<file path="src/rtl/dot_product_loader.sv">
// dot_product_loader: upstream sequencer for the 8-element dot-product accelerator.
// Collects 16 operand words (a0..a7, b0..b7) from a valid/ready stream into packed
// A/B buses, pulses acc_start, waits for acc_done and returns the 64-bit result
// on a valid/ready response port. A clear pulse aborts at any point; an op that
// was already started is drained so the accelerator is idle before the next start.
// Optional feature macro: DOTP_LOADER_TIMEOUT_EN adds a done watchdog that
// returns an error response (r_err=1, r_data=0) after TIMEOUT_CYCLES.
module dot_product_loader #(
    parameter int N_ELEM         = 8,
    parameter int DW             = 32,
    parameter int TIMEOUT_CYCLES = 64
) (
    input  logic                 clk,
    input  logic                 rst_n,
    input  logic                 clear,
    input  logic                 s_valid,
    output logic                 s_ready,
    input  logic [DW-1:0]        s_data,
    output logic                 acc_start,
    output logic [N_ELEM*DW-1:0] acc_a,
    output logic [N_ELEM*DW-1:0] acc_b,
    input  logic                 acc_done,
    input  logic [63:0]          acc_result,
    output logic                 r_valid,
    input  logic                 r_ready,
    output logic [63:0]          r_data,
    output logic                 r_err,
    output logic                 busy
);

    localparam int              IW       = $clog2(2 * N_ELEM);
    localparam logic [IW-1:0]   LAST_IDX = IW'(2 * N_ELEM - 1);
    localparam logic [15:0]     TO_LAST  = 16'(TIMEOUT_CYCLES - 1);

    typedef enum logic [2:0] {
        S_LOAD  = 3'd0,
        S_ISSUE = 3'd1,
        S_WAIT  = 3'd2,
        S_RESP  = 3'd3,
        S_DRAIN = 3'd4
    } state_t;

    state_t              state_q, state_d;
    logic [IW-1:0]       idx_q, idx_d;
    logic                first_q, first_d;
    logic                acc_start_q, acc_start_d;
    logic                r_valid_q, r_valid_d;
    logic [63:0]         r_data_q, r_data_d;
    logic                r_err_q, r_err_d;
    logic                busy_q, busy_d;
    logic [N_ELEM*DW-1:0] acc_a_q, acc_b_q;
    logic                wr_en;
    logic                timeout;
    logic                done_seen;

    // acc_done is only trusted after the first cycle in WAIT/DRAIN, so a done
    // level left over from the previous op cannot be mistaken for this one.
    assign done_seen = acc_done & ~first_q;

`ifdef DOTP_LOADER_TIMEOUT_EN
    logic [15:0] cnt_q, cnt_d;

    // Watchdog counts cycles spent in WAIT/DRAIN, restarting on every state entry.
    always_comb begin
        cnt_d = '0;
        if ((state_d == state_q) && ((state_q == S_WAIT) || (state_q == S_DRAIN)))
            cnt_d = cnt_q + 16'd1;
    end

    // Watchdog counter register.
    always_ff @(posedge clk or negedge rst_n) begin
        if (!rst_n) cnt_q <= '0;
        else        cnt_q <= cnt_d;
    end

    assign timeout = ((state_q == S_WAIT) || (state_q == S_DRAIN)) && (cnt_q == TO_LAST);
`else
    logic unused_to;
    assign unused_to = ^TO_LAST;
    assign timeout   = 1'b0;
`endif

    // Next-state and output decode; clear takes priority over any handshake.
    always_comb begin
        state_d   = state_q;
        idx_d     = idx_q;
        wr_en     = 1'b0;
        r_valid_d = r_valid_q;
        r_data_d  = r_data_q;
        r_err_d   = r_err_q;
        unique case (state_q)
            S_LOAD: begin
                if (clear) begin
                    idx_d = '0;
                end else if (s_valid) begin
                    wr_en = 1'b1;
                    if (idx_q == LAST_IDX) begin
                        idx_d   = '0;
                        state_d = S_ISSUE;
                    end else begin
                        idx_d = idx_q + 1'b1;
                    end
                end
            end
            S_ISSUE: begin
                state_d = clear ? S_DRAIN : S_WAIT;
            end
            S_WAIT: begin
                if (clear) begin
                    state_d = S_DRAIN;
                end else if (done_seen) begin
                    r_data_d  = acc_result;
                    r_err_d   = 1'b0;
                    r_valid_d = 1'b1;
                    state_d   = S_RESP;
                end else if (timeout) begin
                    r_data_d  = '0;
                    r_err_d   = 1'b1;
                    r_valid_d = 1'b1;
                    state_d   = S_RESP;
                end
            end
            S_RESP: begin
                if (clear || r_ready) begin
                    r_valid_d = 1'b0;
                    r_err_d   = 1'b0;
                    idx_d     = '0;
                    state_d   = S_LOAD;
                end
            end
            S_DRAIN: begin
                if (done_seen || timeout) state_d = S_LOAD;
            end
            default: begin
                state_d = S_LOAD;
                idx_d   = '0;
            end
        endcase
        acc_start_d = (state_d == S_ISSUE);
        busy_d      = (state_d != S_LOAD);
        first_d     = (state_d != state_q);
    end

    // Control and response registers.
    always_ff @(posedge clk or negedge rst_n) begin
        if (!rst_n) begin
            state_q     <= S_LOAD;
            idx_q       <= '0;
            first_q     <= 1'b0;
            acc_start_q <= 1'b0;
            r_valid_q   <= 1'b0;
            r_data_q    <= '0;
            r_err_q     <= 1'b0;
            busy_q      <= 1'b0;
        end else begin
            state_q     <= state_d;
            idx_q       <= idx_d;
            first_q     <= first_d;
            acc_start_q <= acc_start_d;
            r_valid_q   <= r_valid_d;
            r_data_q    <= r_data_d;
            r_err_q     <= r_err_d;
            busy_q      <= busy_d;
        end
    end

    // Operand capture: word idx lands in A[idx] or B[idx-N_ELEM].
    always_ff @(posedge clk or negedge rst_n) begin
        if (!rst_n) begin
            acc_a_q <= '0;
            acc_b_q <= '0;
        end else if (wr_en) begin
            for (int i = 0; i < N_ELEM; i++) begin
                if (idx_q == IW'(i))          acc_a_q[i*DW +: DW] <= s_data;
                if (idx_q == IW'(i + N_ELEM)) acc_b_q[i*DW +: DW] <= s_data;
            end
        end
    end

    assign s_ready   = rst_n & (state_q == S_LOAD);
    assign acc_start = acc_start_q;
    assign acc_a     = acc_a_q;
    assign acc_b     = acc_b_q;
    assign r_valid   = r_valid_q;
    assign r_data    = r_data_q;
    assign r_err     = r_err_q;
    assign busy      = busy_q;

endmodule

</file>
<file path="config.mk">
export PLATFORM = sky130hd
export DESIGN_NAME = dot_product_loader
export DESIGN_NICKNAME = d
export VERILOG_FILES = /design/src/rtl/dot_product_loader.sv
export SDC_FILE = /design/constraint.sdc
export NUM_CORES = 1
export LEC_CHECK = 0
export ABC_CLOCK_PERIOD_IN_PS = 2300
export BUFFER_PORTS_ARGS = -buffer_cell sky130_fd_sc_hd__buf_2
export CAP_MARGIN = 40
export CORE_AREA = 4 4 262 264
export DETAILED_ROUTE_END_ITERATION = 10
export DIE_AREA = 0 0 266 268
export GPL_TIMING_DRIVEN = 0
export PLACE_DENSITY = 0.6
export SLEW_MARGIN = 20
export SYNTH_ARGS = -nofsm -noshare
export SYNTH_HDL_FRONTEND = slang
export SYNTH_SLANG_ARGS = --single-unit
</file>
<file path="constraint.sdc">
create_clock -name clk -period 2.3 [get_ports clk]
set_clock_uncertainty 0.15 [all_clocks]
set_input_delay 0.23 -clock clk [delete_from_list [all_inputs] [get_ports clk]]
set_output_delay 0.23 -clock clk [all_outputs]
set_load 0.02 [all_outputs]
</file>
# [Word-level counts from Yosys, hierarchy flattened]
# Index checks and enable logic that the tools add are counted.
# W data, S select, Z words.
[totals] ff_bits=588 in_bits=102 out_inout_bits=581 elab_cells=104
[classes] add_sub_neg=1 n_eq_ne=25 mux=24 bitwise_logic=5 reduce_logical=25
[op_table] cell="$eq A4 B4 Y1 const B" n=8
[op_table] cell="$reduce_and A2 Y1" n=16
[op_table] cell="$mux W3" n=8
[op_table] cell="$eq A4 B3 Y1 const B" n=4
[op_table] cell="$mux W4" n=4
[op_table] cell="$pmux W3 S5" n=1
[op_table] cell="$pmux W4 S3" n=1
[op_table] cell="$eq A4 B2 Y1 const B" n=2
[op_table] cell="$mux W1" n=8
[op_table] cell="$eq A3 B1 Y1 const B" n=2
[op_table] cell="$eq A3 B2 Y1 const B" n=2
[op_table] cell="$ne A2 B2 Y1 const B" n=3
[op_table] cell="$reduce_and A3 Y1" n=2
[op_table] cell="$add A4 B1 Y4 const B" n=1
[op_table] cell="$eq A4 B1 Y1 const B" n=1
[op_table] cell="$logic_not A4 Y1" n=1
[op_table] cell="$pmux W1 S2" n=2
[op_table] cell="$reduce_and A4 Y1" n=1
[op_table] cell="$eq A3 B3 Y1 const B" n=1
[op_table] cell="$logic_not A3 Y1" n=1
[op_table] cell="$ne A3 B3 Y1" n=1
[op_table] cell="$ne A3 B3 Y1 const B" n=1
[op_table] cell="$not A1 Y1" n=3
[op_table] cell="$reduce_bool A3 Y1" n=1
[op_table] cell="other kinds (4)" n=5

# [Longest topological paths before layout]
# Gate-level depths: netlist of run 1.
[logic_depth] depth_word=6 depth_mapped=8 ltp_nobuf=4

# [Least setup slack after synthesis of run 1]
# Ideal clock, no wire load.
[synth_timing] path_type="reg-to-reg" startpoint="register state_q[1]" endpoint="register acc_a_q[0] (netlist: acc_a[0])" setup_ns=0.125 t_arrival_ns=1.880 required_ns=2.025 setup_slack_ns=0.144 stages_incl_launch_ff=9 path_buffers=4 period_less_slack_ns=2.156 cell_sequence="dfrtp_1 -> buf_2 -> nor4_4 -> and2_1 -> buf_4 -> buf_12 -> nand3_4 -> buf_6 -> mux2_4"
[synth_via] elab_chain_len=3
[synth_rtl] element="start, declared" line_no="43" rtl="state_t state_q, state_d;"
[synth_rtl] element="start signal, assigned" line_no="156" rtl="state_q <= state_d;"
[synth_rtl] element="$logic_not A3 Y1" line_no="91" rtl="unique case (state_q)"
[synth_rtl] element="$mux W1" line_no="91"
[synth_rtl] element="$reduce_and A2 Y1 (no source line)"
[synth_rtl] element="end signal, assigned by index" line_no="174" rtl="if (idx_q == IW'(i)) acc_a_q[i*DW +: DW] <= s_data;"
[synth_rtl] element="end, declared" line_no="51" rtl="logic [N_ELEM*DW-1:0] acc_a_q, acc_b_q;"
# No other way between the ends.
# A chain may end at the register's enable or synchronous reset.

# [Final worst setup path of run 1]
[layout_timing] startpoint="input clear" endpoint="register acc_a_q[71] (netlist: acc_a[71])"
[layout_via] elab_chain_len=3
[layout_rtl] element="start, declared" line_no="15" rtl="input logic clear,"
[layout_rtl] element="$mux W1" line_no="93" rtl="if (clear) begin"
[layout_rtl] element="$mux W1" line_no="91"
[layout_rtl] element="$reduce_and A2 Y1 (no source line)"
# No other way between the ends.

==> summary.md, run 1 <==
| Metric | Value |
|---|---|
| Status | `finished with violations` |
| Failing checks | `negative hold slack` |
| Synth area leader | `dfrtp_1` |
| Die width | `266 um` |
| Final Hold Fails | `155` |
| Synth cell count leaders | `dfrtp_1, mux2_2, mux2_4, nand2_1, clkbuf_1` |
| Req. time, crit path | `2610 ps` |
| CTS H-tree lvls | `3` |
| Avg Inst Size Synth | `16.5 um^2` |
| Number of synthesized flops with an enable pin | `0` |
| XOR/XNOR Fraction of Synth Area | `0.0379%` |
| # Max-Cap Violations | `0` |
| Worst path slowest cell | `dlygate4sd3_1` |
| Starting Density | `34.7%` |
| # IOs | `683` |
| VDD IR max | `561 uV` |
| Share of cells above drive strength 1 | `62.9%` |
| Min Hold Slack | `-123 ps` |
| Crit path buf inv count | `6` |
| Post-Synth Adder-Cell Area | `0.217%` |
| CTS clk-pin slew, worst paths | `60 ps` |
| Multi-input combinational cell area | `7930 um^2` |
| Mapped cell area | `23100 um^2` |
| CTS root buf | `clkbuf_16` |
| Least-Margin Pin Slew | `764 ps` |
| HPWL Detailed | `52900 um` |
| ANT nets after route | `0` |
| Endpoint class of the critical path | `register` |
| Final setup fails | `0` |
| Area Overhead vs Synth | `43.2%` |
| WL met1 | `30800 um` |
| Num CTS Buffers | `66` |
| Initial drt markers | `740` |
| Count leader, synth | `dfrtp_1` |
| Buffers added on ports | `680` |
| Worst path cell trace | `dlygate4sd3_1, nor4_4, buf_4, and2_4, buf_12, buf_12, nand3_4, buf_12, clkbuf_16, mux2_4` |
| Post-synthesis compound-gate area fraction | `0.439%` |
| Initial antenna violation count | `1` |
| RSZ-0062 raised after global routing | `yes` |
| Sequential share of the synthesized area | `63.6%` |
| Achievable Freq | `437 MHz` |
| Mapped Nets | `1504` |
| Largest family of logic cells by synthesized area | `multiplexers` |
| Post-layout total power | `0.0298 W` |
| Yosys warns | `0` |
| FP Rows | `95` |
| Worst skew pair latency | `580 ps` |
| Synth cell types | `37` |
| # DRC | `0` |
| Mux contribution to synthesized area | `30.0%` |
| FF+latch area | `14700 um^2` |
| Static leakage | `18.8 nW` |
| Worst Hold Class | `in -> async` |
| Synthesized instance count | `1398` |
| Congestion Overflow GR | `0` |
| Gr usage total | `20.5%` |
| R2R Setup Slk | `30 ps` |
| Crit-path max FO | `8` |
| CP arrival | `2600 ps` |
| Top sig layer | `met4` |
| Filler cell count | `5758` |
| Top delay family on crit path | `buffers and inverters` |
| Post-synth ARST share | `100%` |
| Drt total wl | `76100 um` |
| Die footprint | `71300 um^2` |
| Fin crit period | `2290 ps` |
| Maximum clock insertion buffer count | `3` |
| RD Place Congestion | `0.812` |
| Met3 wire length | `4680 um` |
| Final Cycle Share | `99.4%` |
| Synth Area in Simple Gates | `3.10%` |
| Largest net degree at the start of global routing | `103` |
| WS Path Type | `in -> reg` |
| Wire length on met2 | `37900 um` |
| First drt pass iteration count | `4` |
| Top cell type's share of synthesized area | `63.6%` |
| Core area | `66600 um^2` |
| Non-filler cells, final | `3262` |
| Routed WL per cell | `23.3 um` |
| Die Y-Extent | `268 um` |
| Crit start category | `input port` |
| Top cells by area, synth | `dfrtp_1, mux2_2, mux2_4, nand2_1, buf_6` |
| Clk sink count | `587` |
| #FFs+latches synth | `587` |
| TritonCTS clock tree | `done` |
| Placed cell count | `2957` |
| Number of global-route vias before repair | `16600` |
| Max-slew headroom | `49.1%` |
| DR vias | `15300` |
| Ys flop type | `dfrtp_1` |
| Crit-path max cell delay | `700 ps` |
| Max-slew violations | `0` |
| Via/cell ratio | `4.69` |
| Nets@finish | `2439` |
| Global-route wire length before repair | `111000 um` |
| Power Dens Cells | `901 nW/um^2` |
| CP dominant cell by count | `buf_12` |
==> worst paths after layout <==
kind | start | cells past startpoint | endpoint
worst max-delay path | clear | 10 | acc_a[71]
worst min-delay path | rst_n | 5 | acc_b[187]
worst max register to register | state_q[0] | 9 | acc_a[71]
worst min register to register | acc_b[235] | 2 | acc_b[235]
max in group asynchronous | rst_n | 8 | acc_b[146]
min in group clk | acc_done | 4 | state_q[2]
==> area by class of cell <==
| type | instances | area share, % |
|---|---|---|
| sequential | 587 | 44.4 |
| multi-input combinational | 709 | 24.0 |
| timing repair buffer | 876 | 18.7 |
| clock buffer | 101 | 6.04 |
| tap | 873 | 3.30 |
| buffer | 90 | 2.63 |
| clock inverter | 20 | 0.840 |
| inverter | 3 | 0.0341 |
| antenna | 3 | 0.0227 |
==> report_power, final <==
group	switching [W]	leakage [nW]	internal, W
logic	0.00364	9.74	0.00280
registers	0.000762	7.94	0.0117
clock network	0.00433	1.12	0.00659
total	0.00873	18.8	0.0211
==> cell families (layout without fill, tap and decap cells) <==
group / Yosys count / count (layout)
buf+inv: 102 / 1090
xor+xnor: 1 / 1
other cells: 1 / 4
flops: 587 / 587
mux: 545 / 545
compound gates: 14 / 14
simple gates: 144 / 144
fa+ha+maj: 4 / 4
==> per-layer routing <==
metal	GRT usage (%)	vias up
li1	-	6752
met1	25.7	7902
met2	34.9	495
met3	4.80	147
met4	7.81	0
met5	0	-
==> through the flow <==
stage	utilization, %	hold WS (ps)	instance area (um^2)	worst slack, ps	TNS (ps)
floorplan	-	-216	23100	144	0
finish	49.7	-123	33100	13.9	0
global placement	41.4	302	27600	-11010	-6595630
global route	49.7	-88.7	33100	-50.9	-1510
detailed placement	41.7	-5.48	27800	-605	-186540
CTS	49.6	-146	33000	-66.0	-3700
==> flip-flops by register name (all words and copies together) (netlist names) <==
name and count:
acc_b 256, r_valid 1, acc_a 256, r_data 64, state_q 3, busy 1
idx_q 4, acc_start 1, first_q 1
==> placed cells by master (no fill, tap or decap), drive strengths merged, types with 4 or more instances in the layout <==
master	Yosys	layout
nand2	105	105
dfrtp	587	587
nand3	16	16
clkinv	0	12
dlygate4sd3	0	103
buf	58	820
inv	3	6
ha	4	4
mux2	544	544
nor2b	5	5
nor2	6	6
bufinv	0	5
clkbuf	41	141
==> worst register-to-register path, stage by stage, from the launching register on <==
cell	delay, ps
dfrtp_1	400
nor4_4	240
buf_4	160
and2_4	180
buf_12	120
buf_12	130
nand3_4	110
buf_12	200
clkbuf_16	180
mux2_4	290
==> what timing repair did <==
| item | 4_1_cts | 5_1_grt |
|---|---|---|
| pin swaps | 2 | 1 |
| setup buffers | 50 | 2 |
| gates cloned | 22 | 3 |
| hold endpoints to repair | 572 | 128 |
| endpoints found under the setup margin | 531 | 456 |
| gates resized for setup | 156 | 13 |
| hold buffers | 111 | 1 |
No activity file was read; power rests on OpenSTA's default activity.
==> inputs of run 2 (changes only) <==
--- a/config.mk
+++ b/config.mk
@@ -6,11 +6,11 @@
 export NUM_CORES = 1
 export LEC_CHECK = 0
 export ABC_CLOCK_PERIOD_IN_PS = 2300
-export BUFFER_PORTS_ARGS = -buffer_cell sky130_fd_sc_hd__buf_2
+export BUFFER_PORTS_ARGS = -buffer_cell sky130_fd_sc_hd__clkbuf_2
 export CAP_MARGIN = 40
-export CORE_AREA = 4 4 262 264
+export CORE_MARGIN = 4
+export CORE_UTILIZATION = 35
 export DETAILED_ROUTE_END_ITERATION = 10
-export DIE_AREA = 0 0 266 268
 export GPL_TIMING_DRIVEN = 0
 export PLACE_DENSITY = 0.6
 export SLEW_MARGIN = 20
==> run 2 against run 1 <==
  * The run ends with negative hold slack, negative setup slack left
  * Wire length fell by 3.9%
  * Combinational power is 3% lower
  * Worst hold slack worse by 460 ps
  * Via count fell by 2.1%
  * Global-route usage fell by 0.38 points
  * Cell count shrank 2.5%
  * Fmax shrank 0.75%
  * Die area fell by 1.6%
  * Worst setup slack got worse by 17 ps
  * First-iteration DRC count is 11% lower
  * Clock power decreased by 6%
  * Critical path type is now reg -> reg
  * Highest routed layer unchanged
==> summary.md, run 2 (synthesis results as in run 1) <==
| Metric | Value |
|---|---|
| Status | `finished with violations` |
| Failing checks | `negative hold slack, negative setup slack` |
| RSZ-0062 raised after global routing | `yes` |
| CP arrival | `2610 ps` |
| Share of cells above drive strength 1 | `61.9%` |
| Number of global-route vias before repair | `16400` |
| Max-slew violations | `0` |
| Drt total wl | `73200 um` |
| Worst Hold Class | `in -> async` |
| Largest net degree at the start of global routing | `88` |
| # IOs | `683` |
| Global-route wire length before repair | `109000 um` |
| CTS root buf | `clkbuf_16` |
| Crit start category | `register` |
| Final Cycle Share | `100%` |
| Die Y-Extent | `265 um` |
| Fin crit period | `2300 ps` |
| # DRC | `0` |
| Post-layout util | `48.7%` |
| Req. time, crit path | `2610 ps` |
| Congestion Overflow GR | `0` |
| Die footprint | `70200 um^2` |
| Routed WL per cell | `23.0 um` |
| Starting Density | `35.6%` |
| RD Place Congestion | `0.814` |
| Non-filler cells, final | `3181` |
| Nets@finish | `2389` |
| Worst skew pair latency | `580 ps` |
| Initial drt markers | `657` |
| Achievable Freq | `434 MHz` |
| Min Hold Slack | `-584 ps` |
| Power Dens Cells | `915 nW/um^2` |
| Placed cell count | `2941` |
| Crit-path max FO | `6` |
| ANT nets after route | `0` |
| R2R Setup Slk | `-3 ps` |
| Post-layout total power | `0.0289 W` |
| Max-slew headroom | `49.4%` |
| TritonCTS clock tree | `done` |
| # hold bufs at CTS | `98` |
| # Max-Cap Violations | `0` |
| # diodes | `0` |
| Maximum clock insertion buffer count | `3` |
| Area Overhead vs Synth | `36.9%` |
| Worst r2r path cells | `9` |
| Num CTS Buffers | `67` |
| Least-Margin Pin Slew | `759 ps` |
| Most frequent cells in the layout | `clkbuf_2, dfrtp_1, mux2_2, mux2_4, nand2_1` |
| HPWL Detailed | `53100 um` |
| Buffers added on ports | `680` |
| DR vias | `15000` |
| WS Path Type | `reg -> reg` |
| Static leakage | `17.7 nW` |
| CTS H-tree lvls | `3` |
| Die width | `265 um` |
| DP Worst Slack | `-615 ps` |
| VDD IR max | `594 uV` |
| Final Hold Fails | `223` |
| Commonest non-fill, non-tap cell in the layout | `clkbuf_2` |
| Via/cell ratio | `4.71` |
| CTS clk-pin slew, worst paths | `60 ps` |
| First drt pass iteration count | `6` |
| Initial antenna violation count | `0` |
| FP Rows | `93` |
| Gr usage total | `20.1%` |
| Final setup fails | `4` |
| Core area | `64900 um^2` |
| Endpoint class of the critical path | `register` |
| Clk sink count | `587` |
| Setup ws final | `-3.23 ps` |
[run 2: worst paths after layout]
path / startpoint / endpoint
setup / recovery: state_q[0] / acc_a[134]
hold / removal: rst_n / acc_b[60]
setup reg to reg: state_q[0] / acc_a[134]
max in group asynchronous: rst_n / acc_b[171]
hold reg to reg: acc_b[228] / acc_b[228]
min in group clk: acc_done / state_q[2]
[run 2: power breakdown]
part | switching [W] | internal, W
Sequential | 0.000811 | 0.0117
Clock | 0.00424 | 0.00596
Combinational | 0.00360 | 0.00267
Total | 0.00864 | 0.0203
[run 2: layout make-up]
| class | instances | area, um^2 |
|---|---|---|
| repair buffers | 821 | 5080 |
| well taps | 855 | 1070 |
| clock buffers | 100 | 1970 |
| multi-input cells | 709 | 7890 |
| inverters | 3 | 11.3 |
| fillers | 5659 | 33300 |
| flip-flops and latches | 587 | 14700 |
| plain buffers | 94 | 790 |
| clock inverters | 12 | 119 |
[run 2: layer usage]
layer,GRT usage [%],wire length [um],vias to the layer above
met2,34.2,36600,475
met5,0,0,-
met1,24.7,29300,7726
li1,-,-,6631
met4,7.80,2810,0
met3,5.22,4400,139
[run 2: per-stage QoR]
stage | instance area [um^2] | setup TNS (ps) | hold slack [ps]
after floorplan | 23100 | 0 | -216
after global placement | 27600 | -7457710 | 305
after detailed placement | 27800 | -184190 | 180
after CTS | 31300 | -742 | -476
after global routing | 31600 | -6540 | -580
final | 31600 | -8.65 | -584
[run 2: worst max-delay path, cell delays in order, from the launching register on]
cell       delay, ps
dfrtp_1          400
nor4_4           240
buf_4            160
and2_4           150
buf_6            130
buf_4            130
nand3_4          100
buf_12           190
bufbuf_16        260
mux2_2           260
[run 2: repair_timing]
action	CTS	global route
resized for setup	51	48
setup endpoints to repair	533	461
pin swaps	2	1
cloned	4	4
endpoints found under the hold margin	341	207
buffers inserted	20	5
